==> src/rtl/sdram_arb_pkg.sv <==
// Shared types for the two-client SDRAM arbiter: FSM states, client index, timeout fill word.
package sdram_arb_pkg;

   typedef enum logic [2:0] {IDLE, ISSUE, GUARD, WAIT, DONE} arb_state_t;

   typedef enum logic {CLI0, CLI1} client_t;

   localparam logic [15:0] TIMEOUT_DATA = 16'hDEAD;

endpackage

==> src/rtl/sdram_arb_rr.sv <==
// Grant decision for the arbiter: client 0 has priority, and a pending client 1
// wins once after STARVE_MAX back-to-back client-0 grants.
module sdram_arb_rr
   import sdram_arb_pkg::*;
#(
   parameter int STARVE_MAX = 4
) (
   input  logic    clk,
   input  logic    reset,
   input  logic    grant_en,
   input  logic    c0_req,
   input  logic    c1_req,
   output logic    grant_valid,
   output client_t grant_client
);

   localparam int CW = $clog2(STARVE_MAX + 1);

   logic [CW-1:0] starve;
   logic          starved;

   assign starved = (starve == CW'(STARVE_MAX));

   always_comb begin
      grant_valid  = grant_en && (c0_req || c1_req);
      grant_client = (c1_req && (!c0_req || starved)) ? CLI1 : CLI0;
   end

   // Only client-0 grants made while client 1 is waiting count towards starvation.
   always_ff @(posedge clk or posedge reset) begin
      if (reset) begin
         starve <= '0;
      end else if (grant_valid) begin
         if (grant_client == CLI1)
            starve <= '0;
         else if (c1_req && !starved)
            starve <= starve + 1'b1;
      end
   end

endmodule

==> src/rtl/sdram_arb.sv <==
// Two-client arbiter and req/ack-to-strobe adapter in front of the SDRAM controller.
// Optional watchdog on the controller ready line: define SDRAM_ARB_TIMEOUT_EN.
module sdram_arb
   import sdram_arb_pkg::*;
#(
   parameter int AW = 24,
   parameter int DW = 16,
   parameter int STARVE_MAX = 4
`ifdef SDRAM_ARB_TIMEOUT_EN
   ,parameter int TIMEOUT = 255
`endif
) (
   input  logic          clk,
   input  logic          reset,
   input  logic          c0_req,
   input  logic [AW-1:0] c0_addr,
   output logic          c0_ack,
   output logic [DW-1:0] c0_rdata,
   input  logic          c1_req,
   input  logic          c1_we,
   input  logic [AW-1:0] c1_addr,
   input  logic [DW-1:0] c1_wdata,
   input  logic [1:0]    c1_be,
   output logic          c1_ack,
   output logic [DW-1:0] c1_rdata,
   output logic [AW-1:0] sd_addr,
   output logic [DW-1:0] sd_din,
   output logic [1:0]    sd_wtbt,
   output logic          sd_we,
   output logic          sd_rd,
   input  logic [DW-1:0] sd_dout,
   input  logic          sd_ready,
   output logic          err
);

   arb_state_t    state;
   client_t       owner;
   logic          wr_op;
   logic          grant_en;
   logic          grant_valid;
   client_t       grant_client;
   logic          complete;
   logic          capture;
   logic          wd_fire;
   logic [DW-1:0] done_data;

   // Holding off while ready is low also covers controller power-up/init.
   assign grant_en = (state == IDLE) && sd_ready;

   sdram_arb_rr #(.STARVE_MAX(STARVE_MAX)) u_rr (
      .clk          (clk),
      .reset        (reset),
      .grant_en     (grant_en),
      .c0_req       (c0_req),
      .c1_req       (c1_req),
      .grant_valid  (grant_valid),
      .grant_client (grant_client)
   );

`ifdef SDRAM_ARB_TIMEOUT_EN
   logic [7:0] wdog;

   assign wd_fire = (state == WAIT) && !sd_ready && (wdog == 8'(TIMEOUT - 1));

   always_ff @(posedge clk or posedge reset) begin
      if (reset) begin
         wdog <= '0;
         err  <= 1'b0;
      end else begin
         wdog <= (state == WAIT) ? wdog + 1'b1 : '0;
         if (wd_fire)
            err <= 1'b1;
      end
   end
`else
   assign wd_fire = 1'b0;
   assign err     = 1'b0;
`endif

   // A ready seen in GUARD is a held-data hit; a write must still see ready in WAIT.
   always_comb begin
      complete  = 1'b0;
      done_data = wd_fire ? DW'(TIMEOUT_DATA) : sd_dout;
      case (state)
         GUARD:   complete = sd_ready && !wr_op;
         WAIT:    complete = sd_ready || wd_fire;
         default: complete = 1'b0;
      endcase
      capture = complete && (!wr_op || wd_fire);
   end

   always_ff @(posedge clk or posedge reset) begin
      if (reset) begin
         state    <= IDLE;
         owner    <= CLI0;
         wr_op    <= 1'b0;
         sd_addr  <= '0;
         sd_din   <= '0;
         sd_wtbt  <= '0;
         sd_we    <= 1'b0;
         sd_rd    <= 1'b0;
         c0_ack   <= 1'b0;
         c1_ack   <= 1'b0;
         c0_rdata <= '0;
         c1_rdata <= '0;
      end else begin
         sd_we  <= 1'b0;
         sd_rd  <= 1'b0;
         c0_ack <= 1'b0;
         c1_ack <= 1'b0;
         case (state)
            IDLE: begin
               if (grant_valid) begin
                  owner <= grant_client;
                  if (grant_client == CLI1) begin
                     wr_op   <= c1_we;
                     sd_addr <= c1_addr;
                     sd_din  <= c1_wdata;
                     sd_wtbt <= c1_be;
                     sd_we   <= c1_we;
                     sd_rd   <= !c1_we;
                  end else begin
                     wr_op   <= 1'b0;
                     sd_addr <= c0_addr;
                     sd_din  <= '0;
                     sd_wtbt <= 2'b11;
                     sd_rd   <= 1'b1;
                  end
                  state <= ISSUE;
               end
            end
            ISSUE: state <= GUARD;
            GUARD, WAIT: begin
               if (complete) begin
                  // ack and rdata are raised on entry so they are valid during DONE
                  state <= DONE;
                  if (owner == CLI0) begin
                     c0_ack <= 1'b1;
                     if (capture) c0_rdata <= done_data;
                  end else begin
                     c1_ack <= 1'b1;
                     if (capture) c1_rdata <= done_data;
                  end
               end else begin
                  state <= WAIT;
               end
            end
            DONE:    state <= IDLE;
            default: state <= IDLE;
         endcase
      end
   end

endmodule

==> config.mk <==
export PLATFORM = sky130hd
export DESIGN_NAME = sdram_arb
export DESIGN_NICKNAME = d
export VERILOG_FILES = /design/src/rtl/sdram_arb_pkg.sv /design/src/rtl/sdram_arb_rr.sv /design/src/rtl/sdram_arb.sv
export SDC_FILE = /design/constraint.sdc
export NUM_CORES = 1
export LEC_CHECK = 0
export CAP_MARGIN = 20
export CELL_PAD_IN_SITES_DETAIL_PLACEMENT = 1
export CELL_PAD_IN_SITES_GLOBAL_PLACEMENT = 2
export CORE_MARGIN = 2
export CORE_UTILIZATION = 25
export CTS_CLUSTER_DIAMETER = 80
export DETAILED_ROUTE_END_ITERATION = 8
export MAX_ROUTING_LAYER = met4
export PLACE_DENSITY = 0.76
export SLEW_MARGIN = 20
export SYNTH_ARGS = -nofsm -noshare
export SYNTH_HDL_FRONTEND = slang
export SYNTH_SLANG_ARGS = --single-unit
==> constraint.sdc <==
create_clock -name clk -period 4.1 [get_ports clk]
set_input_delay 1.23 -clock clk [delete_from_list [all_inputs] [get_ports clk]]
set_output_delay 1.23 -clock clk [all_outputs]
set_load 0.05 [all_outputs]
==> results of run 1 <==
-- stage by stage --
stage	hold WS [ns]	total power (uW)	cell area [um^2]	setup slack (ns)	util
after floorplan	0.462	3300	3600	0.648	-
final	0.505	5120	5750	1.02	0.411
after detailed placement	0.493	4340	5440	0.623	0.389
after global routing	0.514	5390	5750	0.793	0.411
after CTS	0.507	5190	5750	0.975	0.411
after global placement	0.487	4280	5440	0.649	0.389
-- per-layer routing --
layer	routed length, um	vias up
met2	5540	114
met5	0	-
met3	731	12
met1	4810	1528
met4	140	0
li1	-	1418
-- logic make-up (layout without fill, tap and decap cells) --
logic type,count (synthesis),in the layout,share of synthesized area
buf+inv,33,198,0.0437
other cells,1,1,0.00104
fa+ha+maj,2,2,0.00694
mux,32,32,0.100
compound gates,105,105,0.185
simple gates,41,41,0.0666
flops,86,86,0.597
-- placed cells by master, fill, tap and decap left out, types with 2 or more instances in the layout --
| master | count |
|---|---|
| sky130_fd_sc_hd__a21oi_1 | 26 |
| sky130_fd_sc_hd__a22o_1 | 7 |
| sky130_fd_sc_hd__a22o_2 | 9 |
| sky130_fd_sc_hd__a31oi_1 | 24 |
| sky130_fd_sc_hd__buf_4 | 7 |
| sky130_fd_sc_hd__clkbuf_16 | 9 |
| sky130_fd_sc_hd__clkdlybuf4s50_1 | 165 |
| sky130_fd_sc_hd__clkinv_2 | 2 |
| sky130_fd_sc_hd__clkinv_4 | 2 |
| sky130_fd_sc_hd__dfrtp_1 | 86 |
| sky130_fd_sc_hd__ha_1 | 2 |
| sky130_fd_sc_hd__inv_1 | 8 |
| sky130_fd_sc_hd__mux2_2 | 32 |
| sky130_fd_sc_hd__nand2_1 | 4 |
| sky130_fd_sc_hd__nand3_1 | 25 |
| sky130_fd_sc_hd__nand3b_1 | 3 |
| sky130_fd_sc_hd__o21ai_0 | 29 |
| sky130_fd_sc_hd__o22a_1 | 2 |
-- worst reg2reg max path: cells and delay by family (launching register included) --
kind | cells | cell delay, ns
multiplexers | 1 | 0.53
AND/OR/NAND/NOR | 2 | 0.93
flip-flops | 1 | 0.43
-- worst min path at each step --
stage	slack, ns	depth (start not counted)	from	end
final	0.50	1	c1_rdata[6]$_DFFE_PP0P_	c1_rdata[6]$_DFFE_PP0P_
after global routing	0.51	1	c1_rdata[0]$_DFFE_PP0P_	c1_rdata[0]$_DFFE_PP0P_
after CTS	0.51	1	c1_rdata[0]$_DFFE_PP0P_	c1_rdata[0]$_DFFE_PP0P_
after detailed placement	0.49	1	c1_rdata[0]$_DFFE_PP0P_	c1_rdata[0]$_DFFE_PP0P_
after global placement	0.49	1	c1_rdata[3]$_DFFE_PP0P_	c1_rdata[3]$_DFFE_PP0P_
after floorplan	0.46	1	state[2]$_DFFE_PP0P_	state[1]$_DFFE_PP0P_
-- flip-flops by register name, summed over array words and instances, names as in the netlist, 2 cells and up --
signal,flops
sd_addr,24
c0_rdata,16
c1_rdata,16
sd_din,16
state,3
u_rr.starve,3
sd_wtbt,2
-- layout make-up --
class                   count  area share
flip-flops and latches     86       0.375
repair buffers            173       0.300
inverters                   9     0.00610
clock buffers              10      0.0416
multi-input cells         181       0.226
clock inverters             6      0.0120
well taps                 180      0.0392
-- power breakdown --
part	internal [uW]	switching, uW
registers	1240	238
logic	1020	1790
clock network	492	340
==> results.md, run 1 <==
- The number of max-slew violations in the final report is 0.
- The global-route wire length before repair is 17700 um.
- The critical path crosses 5 cells after its start point.
- The global-route met2 utilization is 0.253.
- The async set-reset flop share out of synthesis is 1.00.
- The cell class contributing the biggest share of worst-path delay is buffers and inverters.
- The number of violations of the max-capacitance limit is 0.
- The HPWL reported at the end of detailed placement is 8050 um.
- Timing would allow up to 324 MHz.
- The die boundary width is 124 um.
- After detailed routing, the number of remaining DRC violations is 0.
- The number of clock buffers inserted by TritonCTS is 9.
- The met1 usage is 0.189.
- The clock tree skew after final layout is 0.00719 ns.
- The total via count after detailed routing is 3072.
- Summed over all layers, the global routing overflow is 0.
- The number of inserted filler cells in the final layout is 1520.
- The floorplan step set the die height to 124 um.
- The leading register cell type out of synthesis is sky130_fd_sc_hd__dfrtp_1.
- The buffer count from post-CTS setup fixing is 0.
- The most common cell in the synthesized netlist is sky130_fd_sc_hd__dfrtp_1.
- The post-synthesis sequential area ratio is 0.597.
- The latest clock arrival within the worst-skew pair is 0.33 ns.
- The count of input and output buffers is 165.
- The clock tree from TritonCTS is done.
- The average via count per standard cell is 4.76.
- The length of the first detailed-routing pass in iterations is 5.
- Of the post-synthesis cell area, the dominant cell type holds 0.597.
- The count of pins on the block boundary is 167.
- During synthesis, Yosys emitted a total of 0 warnings.
- Gates resized during post-CTS repair numbered 0.
- After clock tree synthesis, the clock-pin slew on the worst setup and hold paths is 0.06 ns.
- The critical path is of the input pin to flop type.
- For the pin with the worst max-slew slack, the measured transition is 0.891 ns.
- The busiest layer in global routing is met2.
- The total negative slack for setup checks is 0 ns.
- The number of antenna diodes in the final layout is 0.
- The netlist uses 35 different library cells.
- The fraction of met3 tracks used by global routing is 0.0325.
- The startpoint identified for the worst register-to-register timing path is state[2]$_DFFE_PP0P_.
- Counting every sink on the clock net gives 86.
- The highest cell delay on the worst timing path is 0.70 ns.
- The final routed wire length divided by cell count is 17.4 um.
- The capture point of the worst path is sd_din[4]$_DFFE_PP0P_.
- In the post-synthesis netlist, the biggest area contributors are sky130_fd_sc_hd__dfrtp_1 60%, sky130_fd_sc_hd__mux2_2 10%, sky130_fd_sc_hd__a31oi_1 4.2%, sky130_fd_sc_hd__o21ai_0 4.0%, sky130_fd_sc_hd__a21oi_1 3.6%.
- The final cycle utilization of the critical path is 0.752.
- The total placed cells including tap cells is 629.
- The detailed router finished its first iteration with 126 violations.
- The weighted congestion reported at the end of routability-driven placement is 0.755.
- The die covers 15400 um^2.
- The finished layout holds 645 standard cells, fillers aside.
- Counting flops with a built-in enable in the synthesized netlist gives 0.
- The number of cells on the worst reg-to-reg path is 3.
- The largest net degree at the start of global routing is 55.
- The initial standard-cell utilization of the core is 0.258.
- The flop-to-flop setup slack is 2.08 ns.
- The maximum vdd drop is 0.000263 V.
- The via count of the first global-routing pass is 3400.
- Ranked by instance count, the synthesized netlist is headed by 86 x sky130_fd_sc_hd__dfrtp_1, 32 x sky130_fd_sc_hd__mux2_2, 29 x sky130_fd_sc_hd__o21ai_0, 26 x sky130_fd_sc_hd__a21oi_1, 25 x sky130_fd_sc_hd__nand3_1.
- The capturing point of the worst reg2reg path is c1_rdata[14]$_DFFE_PP0P_.
- The run finished with clean final reports.
- The number of placement rows is 43.
- Data on the critical path is required at its endpoint by 4.37 ns.
- Summing all flip-flop and latch instances after layout gives 2150 um^2.
- The wire length after detailed routing is 11200 um.
- Traced cell by cell, the critical path runs through clkdlybuf4s50_1, buf_4, inv_1, nor3_4, a22o_2.
- The cell leakage power is 0.00233 uW.
- The number of buffers inserted by hold repair at cts is 0.
- STA puts the critical path data arrival time at 3.35 ns.
- For this design the ratio of total power to cell area is 892 nW/um^2.
- Together, buffers and inverters on the worst path number 3.
- The clock root buffer is sky130_fd_sc_hd__clkbuf_16.
- STA classifies the critical path startpoint as an input pin.
- The setup-violating endpoint count in the final report is 0.
- In this run the worst hold path is classified as flop to flop.
- The final period demand of the worst path is 3.08 ns.
- The number of nets with antenna violations after routing is 0.
- Headroom to the max-slew limit came out at 0.405.
- The largest total area in the synthesized netlist belongs to sky130_fd_sc_hd__dfrtp_1.
- Of the cells placed in the final design, the portion with a size suffix greater than 1 is 0.161.
- The largest individual stage delay along the critical path comes from the cell sky130_fd_sc_hd__nor3_4.
- The net count after synthesis is 390.
- The element type at the critical path end is a flop.
- The peak fanout along the critical path is 29.
- The global-route total usage across every layer is 0.153.
- The number of hold violations in the final report is 0.
- The average cell area after synthesis is 12.0 um^2.
- The layout overhead on the synthesized area is 59.4%.
- CTS built an H-tree with a depth of 3.
- Synthesis inferred 86 register bits.
- The total standard cell area after synthesis is 3600 um^2.
- The number of antenna violations at the first check in global routing was 0.
- The net count of the finished layout is 550.
- Tracing the worst setup path back leads to its startpoint at c1_req.
- The number of buffers on the longest clock path is 2.
- The placeable core region is 14000 um^2.
- Summing all multi-input logic gate instances after layout gives 1300 um^2.
- Setup repair after global routing left no endpoint under its margin.
- The count of mapped cells out of synthesis is 300.
(Power assumes the default switching activity.)
==> run 2: changes to the inputs <==
- CORE_UTILIZATION: 25 -> 22
- PLACE_DENSITY: 0.76 -> 0.71
- clock period: 4.1 -> 2.5 ns (I/O delays scaled with it)
==> results.md, run 2 (same netlist as run 1, synthesis figures left out) <==
- The number of clock sinks seen by CTS was 86 (unchanged).
- The highest cell delay on the worst timing path is 0.83 ns (+0.13 ns).
- The critical path goes through clkdlybuf4s50_1.
- The HPWL reported at the end of detailed placement is 8300 um (+3.0%).
- The clock root buffer is sky130_fd_sc_hd__clkbuf_16.
- The number of buffers and inverters on the critical path is 1 (-2).
- The part of the total power dissipated in sequential elements is 0.285 (-0.004).
- The clock tree from TritonCTS is done.
- The maximum level of the CTS H-tree was 3 (unchanged).
- The fraction of layout instances using a drive strength above 1 was 0.172 (+0.0103).
- The maximum operating frequency is 436 MHz.
- The peak fanout along the critical path is 2 (-93%).
- In this run the critical register-to-register path is launched from u_rr.starve[0]$_DFFE_PP0P_.
- The latest clock arrival within the worst-skew pair is 0.34 ns (about the same).
- The global-route total usage across every layer is 0.142 (-0.0113).
- The maximum vdd drop is 0.000516 V (+96%).
- The number of inserted filler cells in the final layout is 1729 (+14%).
- Dividing the final minimum period by the clock period gives 0.917.
- The number of buffers on the longest clock path was 2 (unchanged).
- The number of max-slew violations in the final report is 0 (unchanged).
- The total via count after detailed routing is 3105 (+1.1%).
- The number of flip-flops in the largest register is 24 (unchanged).
- The area of all sequential standard cells was 2150 um^2 (unchanged).
- The slew at the pin closest to its max-slew limit is 0.564 ns (-0.327 ns).
- The number of DRC markers in iteration 0 was 88 (-30%).
- The final routed wire length divided by cell count is 16.7 um (-3.7%).
- The number of clock buffers inserted by TritonCTS is 9 (unchanged).
- The number of buffers inserted by hold repair at cts is 0 (unchanged).
- The post-placement worst setup slack is 0.0821 ns (-0.541 ns).
- The clock transition at the registers of the reported paths is 0.06 ns (about the same).
- The switching power as a share of total power is 0.459 (-0.00350).
- The setup-violating endpoint count in the final report came to 0 (unchanged).
- The sum of overflow across all layers after global routing is 0 (unchanged).
- The die extent in y is 132 um (+6.4%).
- The number of nets with antenna violations after routing came to 0 (unchanged).
- The startpoint class of the critical path is a flop.
- The buffer count from post-CTS setup fixing is 0 (unchanged).
- The flop-to-flop setup slack came to 0.82 ns (-1.26 ns).
- The total power is 8490 uW (+66%).
- The final worst hold slack is 0.500 ns (-0.00461 ns).
- The final worst-path setup slack came to 0.209 ns (-0.807 ns).
- In the layout the commonest cells are 165 x sky130_fd_sc_hd__clkdlybuf4s50_1, 86 x sky130_fd_sc_hd__dfrtp_1, 32 x sky130_fd_sc_hd__mux2_2.
- The wire length after detailed routing is 11500 um (+2.7%).
- The tightest min-delay check is of the flop to flop type.
- The antenna diode count is 0 (unchanged).
- For hold timing, the worst endpoint is c1_rdata[3]$_DFFE_PP0P_.
- The switching component of the power is 3900 uW (+64%).
- The layout overhead on the synthesized area is 63.6%.
- The full die area is 17400 um^2 (+13%).
- The count of pins on the block boundary is 167 (unchanged).
- The placeable core region is 15900 um^2 (+14%).
- Counting I/O delays and the setup requirement, the final critical path takes 2.29 ns.
- The remaining routing DRC violations is 0 (unchanged).
- The number of antenna violations at the first check in global routing is 0 (unchanged).
- The critical path arrival is 1.54 ns (-1.81 ns).
- The internal power summed over all cells is 4590 uW (+67%).
- The relative slew slack is 0.623 (+0.217).
- The number of resized instances in the post-cts repair step is 0 (unchanged).
- The flow ran to the end, and the final reports show no timing, DRC or antenna violations.
- The number of violations of the max-capacitance limit is 0 (unchanged).
- The average via count per standard cell is 4.51 (-5.2%).
- By startpoint and endpoint, the worst setup path is classified as flop to output port.
- The startpoint identified for the worst hold timing path is c1_rdata[3]$_DFFE_PP0P_.
- sd_addr holds more flip-flops than any other register.
- The weighted congestion reported at the end of routability-driven placement came to 0.764 (+1.3%).
- The initial standard-cell utilization of the core came to 0.226 (-0.0316).
- The most common cell after layout, fill and taps aside is sky130_fd_sc_hd__clkdlybuf4s50_1.
- The global-route wire length before repair came to 18900 um (+6.5%).
- The die boundary width came to 132 um (+6.4%).
- The cell leakage power is 0.00238 uW (+2.0%).
- The clock tree skew after final layout was 0.00702 ns (-0.000163 ns).
- The power per cell area is 1440 nW/um^2 (+61%).
- The element type at the critical path end is an output port.
- The part of the power in the clock network is 0.161 (about the same).
- The cell family contributing the most delay on the critical path is buffers and inverters.
- The master of the slowest instance on the critical path is sky130_fd_sc_hd__clkdlybuf4s50_1.
- The net count of the finished layout is 558 (+1.5%).
- The endpoint identified for the worst register-to-register timing path is sd_addr[1]$_DFFE_PP0P_.
- The via count of the first global-routing pass is 3432 (+0.94%).
- The multi-input gate area in the final layout was 1300 um^2 (unchanged).
- The hold-critical path depth was 1 (unchanged).
- The number of hold violations in the final report is 0 (unchanged).
- The count of input and output buffers was 165 (unchanged).
- The largest net degree at the start of global routing is 87 (+58%).
- The length of the first detailed-routing pass in iterations is 5 (unchanged).
- Setup repair after global routing left no endpoint under its margin.
- The required time at the endpoint of the critical path came to 1.75 ns (-2.62 ns).
- The part of the total power dissipated in combinational logic was 0.554 (+0.005).
- The number of cells on the worst reg-to-reg path was 6 (+3).
- The number of placement rows is 46 (+7.0%).
- The total negative slack for setup checks is 0 ns (unchanged).
-- run 2: worst max path at each step --
stage | start | endpoint | slack [ns] | depth (start not counted)
detailed placement | sd_ready | sd_addr[17]$_DFFE_PP0P_ | 0.08 | 5
floorplan | sd_ready | c0_rdata[0]$_DFFE_PP0P_ | 0.57 | 4
global route | sd_addr[11]$_DFFE_PP0P_ | sd_addr[11] | 0.16 | 1
CTS | sd_wtbt[0]$_DFFE_PP0P_ | sd_wtbt[0] | 0.19 | 1
global placement | sd_ready | sd_addr[14]$_DFFE_PP0P_ | 0.12 | 5
finish | sd_wtbt[0]$_DFFE_PP0P_ | sd_wtbt[0] | 0.21 | 1
-- run 2: cell type report --
type | instances | share of cell area
clock inverters | 3 | 0.00743
flip-flops and latches | 86 | 0.365
clock buffers | 12 | 0.0435
inverters | 9 | 0.00637
well taps | 216 | 0.0458
repair buffers | 181 | 0.311
multi-input cells | 181 | 0.221
-- run 2: through the flow --
stage | utilization | instances | area (um^2)
2_1_floorplan | - | 300 | 3610
3_3_place_gp | 0.351 | 673 | 5600
3_5_place_dp | 0.351 | 673 | 5600
4_1_cts | 0.370 | 688 | 5900
5_1_grt | 0.370 | 688 | 5900
6_report | 0.370 | 688 | 5900
-- run 2: per-layer routing --
metal	wire length, um	global-route usage	up-vias
met4	199	0.0507	0
met3	724	0.0365	14
met5	0	-	-
li1	-	-	1435
met1	5210	0.178	1531
met2	5390	0.221	125
-- run 2: power by group through the flow --
stage                     clock network (uW)  logic, uW  registers [uW]
after detailed placement                   0       4740            2450
after global placement                     0       4670            2430
after global routing                    1470       4930            2510
after floorplan                            0        966            4450
final                                   1370       4700            2420
after CTS                               1410       4750            2440
-- run 2: worst reg2reg max path, cell delays in order, from the launching register on --
cell and delay (ns):
sky130_fd_sc_hd__dfrtp_1 0.40, sky130_fd_sc_hd__inv_1 0.08, sky130_fd_sc_hd__ha_1 0.24, sky130_fd_sc_hd__a21bo_2 0.40
sky130_fd_sc_hd__buf_12 0.19, sky130_fd_sc_hd__nand3_1 0.08, sky130_fd_sc_hd__a31oi_1 0.20
==> run 3: changes to the inputs <==
- CORE_ASPECT_RATIO: unset -> 1.4
==> results.md, run 3 (same netlist as run 1, synthesis figures left out) <==
- The run finished with clean final reports.
- STA classifies the critical path startpoint as a flop.
- The clock tree from TritonCTS is done.
- The area of all placed cells without fillers is 5930 um^2 (+0.59%).
- The sum of overflow across all layers after global routing is 0 (unchanged).
- The global-route wire length before repair is 18900 um (unchanged).
- The antenna diode count is 0 (unchanged).
- The maximum operating frequency was 436 MHz (-0.19%).
- The maximum level of the CTS H-tree came to 3 (unchanged).
- The setup-violating endpoint count in the final report is 0 (unchanged).
- The final worst hold slack is 0.506 ns (+0.00570 ns).
- The via count of the first global-routing pass is 3402 (-0.87%).
- The wire length after detailed routing is 11800 um (+2.7%).
- The category of the most critical setup path is flop to output port.
- The final cycle utilization of the critical path was 0.918 (+0.00175).
- The signal on the critical path passes through clkdlybuf4s50_1.
- The number of antenna violations at the first check in global routing was 0 (unchanged).
- The initial standard-cell utilization of the core was 0.224 (-0.00225).
- The number of nets with antenna violations after routing is 0 (unchanged).
- The final period demand of the worst path was 2.30 ns (+0.00436 ns).
- The fraction of layout instances using a drive strength above 1 came to 0.181 (+0.00944).
- The number of violations of the max-capacitance limit is 0 (unchanged).
- The clock transition at the registers of the reported paths is 0.07 ns (about the same).
- Compared with the post-synthesis result, the final layout area differs by 64.5%.
- The number of clock sinks seen by CTS is 86 (unchanged).
- The critical path arrival is 1.55 ns (about the same).
- The number of max-slew violations in the final report came to 0 (unchanged).
- The number of inserted filler cells in the final layout is 1795 (+3.8%).
- The number of hold violations in the final report came to 0 (unchanged).
- The average via count per standard cell is 4.64 (+2.9%).
- The placeable core region is 16100 um^2 (+1.0%).
- The number of DRC markers in iteration 0 is 99 (+13%).
- The final routed wire length divided by cell count is 17.6 um (+4.8%).
- The number of flip-flops in the largest register is 24 (unchanged).
- Setup repair after global routing left no endpoint under its margin.
- The net count of the finished layout came to 560 (+0.36%).
- The remaining routing DRC violations is 0 (unchanged).
- The highest cell delay on the worst timing path is 0.83 ns (about the same).
- The cell class contributing the biggest share of worst-path delay is buffers and inverters.
- The total negative slack for setup checks is 0 ns (unchanged).
- The register with the most flip-flops in the final layout is sd_addr.
- In this run the worst hold path is classified as flop to flop.
- The die boundary width is 112 um (-15%).
- The clock root buffer is sky130_fd_sc_hd__clkbuf_16.
- The slew at the pin closest to its max-slew limit is 0.556 ns (-0.00776 ns).
- The cell leakage power is 0.00240 uW (+0.85%).
- The length of the first detailed-routing pass in iterations is 4 (-1).
- The area of all sequential standard cells is 2150 um^2 (unchanged).
- The weighted congestion reported at the end of routability-driven placement is 0.769 (+0.54%).
- The die extent in y was 155 um (+18%).
- The count of input and output buffers is 165 (unchanged).
- The largest net degree at the start of global routing was 87 (unchanged).
- The peak fanout along the critical path came to 2 (unchanged).
- The most common cell after layout, fill and taps aside is sky130_fd_sc_hd__clkdlybuf4s50_1.
- The buffer count from post-CTS setup fixing was 0 (unchanged).
- The power per cell area is 1420 nW/um^2 (-1.1%).
- The maximum vdd drop is 0.000751 V (+45%).
- The number of resized instances in the post-cts repair step is 0 (unchanged).
- The latest clock arrival within the worst-skew pair was 0.34 ns (about the same).
- The required time at the endpoint of the critical path is 1.75 ns (about the same).
- In the layout the commonest cells are 164 x sky130_fd_sc_hd__clkdlybuf4s50_1, 86 x sky130_fd_sc_hd__dfrtp_1, 32 x sky130_fd_sc_hd__mux2_2.
- The number of clock buffers inserted by TritonCTS came to 9 (unchanged).
- The total placed instance area is 5640 um^2 (+0.87%).
- The HPWL reported at the end of detailed placement came to 8690 um (+4.7%).
- The number of placement rows came to 55 (+20%).
- The number of buffers on the longest clock path is 2 (unchanged).
- The master of the slowest instance on the critical path is sky130_fd_sc_hd__clkdlybuf4s50_1.
- The global-route total usage across every layer is 0.142 (+0.000433).
- The multi-input gate area in the final layout is 1310 um^2 (+0.58%).
- The count of pins on the block boundary is 167 (unchanged).
- The number of buffers and inverters on the critical path is 1 (unchanged).
- The worst setup path is captured at an output port.
- The number of buffers inserted by hold repair at cts is 0 (unchanged).
- The relative slew slack is 0.628 (+0.00519).
- The total via count after detailed routing is 3130 (+0.81%).
- The full die area is 17400 um^2 (about the same).
- The clock tree skew after final layout is 0.00925 ns (+0.00222 ns).
-- run 3: final cells by class --
type                    count  share of cell area
clock buffers               9              0.0380
flip-flops and latches     86               0.363
clock inverters             7              0.0103
multi-input cells         181               0.221
inverters                   9             0.00633
repair buffers            183               0.320
well taps                 199              0.0420
-- run 3: final timing paths --
| kind | start | endpoint | slack (ns) | depth (start not counted) |
|---|---|---|---|---|
| worst max-delay path | sd_addr[22]$_DFFE_PP0P_ | sd_addr[22] | 0.20 | 1 |
| worst min-delay path | c0_rdata[5]$_DFFE_PP0P_ | c0_rdata[5]$_DFFE_PP0P_ | 0.51 | 1 |
| worst max register to register | u_rr.starve[0]$_DFFE_PP0P_ | sd_addr[11]$_DFFE_PP0P_ | 0.83 | 6 |
| worst min register to register | c0_rdata[5]$_DFFE_PP0P_ | c0_rdata[5]$_DFFE_PP0P_ | 0.51 | 1 |
| max in group asynchronous | reset | sd_din[9]$_DFFE_PP0P_ | 1.24 | 3 |
| min in group asynchronous | reset | sd_addr[6]$_DFFE_PP0P_ | 0.87 | 3 |
-- run 3: power by group --
group	switching (uW)	internal (uW)	total (uW)
Clock	604	695	1300
Combinational	2980	1750	4730
Sequential	375	2040	2410
Total	3960	4480	8440
-- run 3: per-layer routing --
| metal | routed length, um | vias to the layer above | share of wire | track usage |
|---|---|---|---|---|
| li1 | - | 1440 | - | - |
| met1 | 5030 | 1554 | 0.42 | 0.171 |
| met2 | 5960 | 125 | 0.50 | 0.239 |
| met3 | 669 | 11 | 0.057 | 0.0261 |
| met4 | 172 | 0 | 0.015 | 0.0517 |
| met5 | 0 | - | 0 | - |
-- run 3: metrics by stage --
stage | utilization | instances | total power (uW) | setup WS, ns
after CTS | 0.368 | 674 | 8570 | 0.187
after floorplan | - | 300 | 5420 | 0.575
after global placement | 0.351 | 658 | 7140 | 0.135
final | 0.368 | 674 | 8440 | 0.204
after global routing | 0.368 | 674 | 8880 | 0.157
after detailed placement | 0.351 | 658 | 7230 | 0.0964
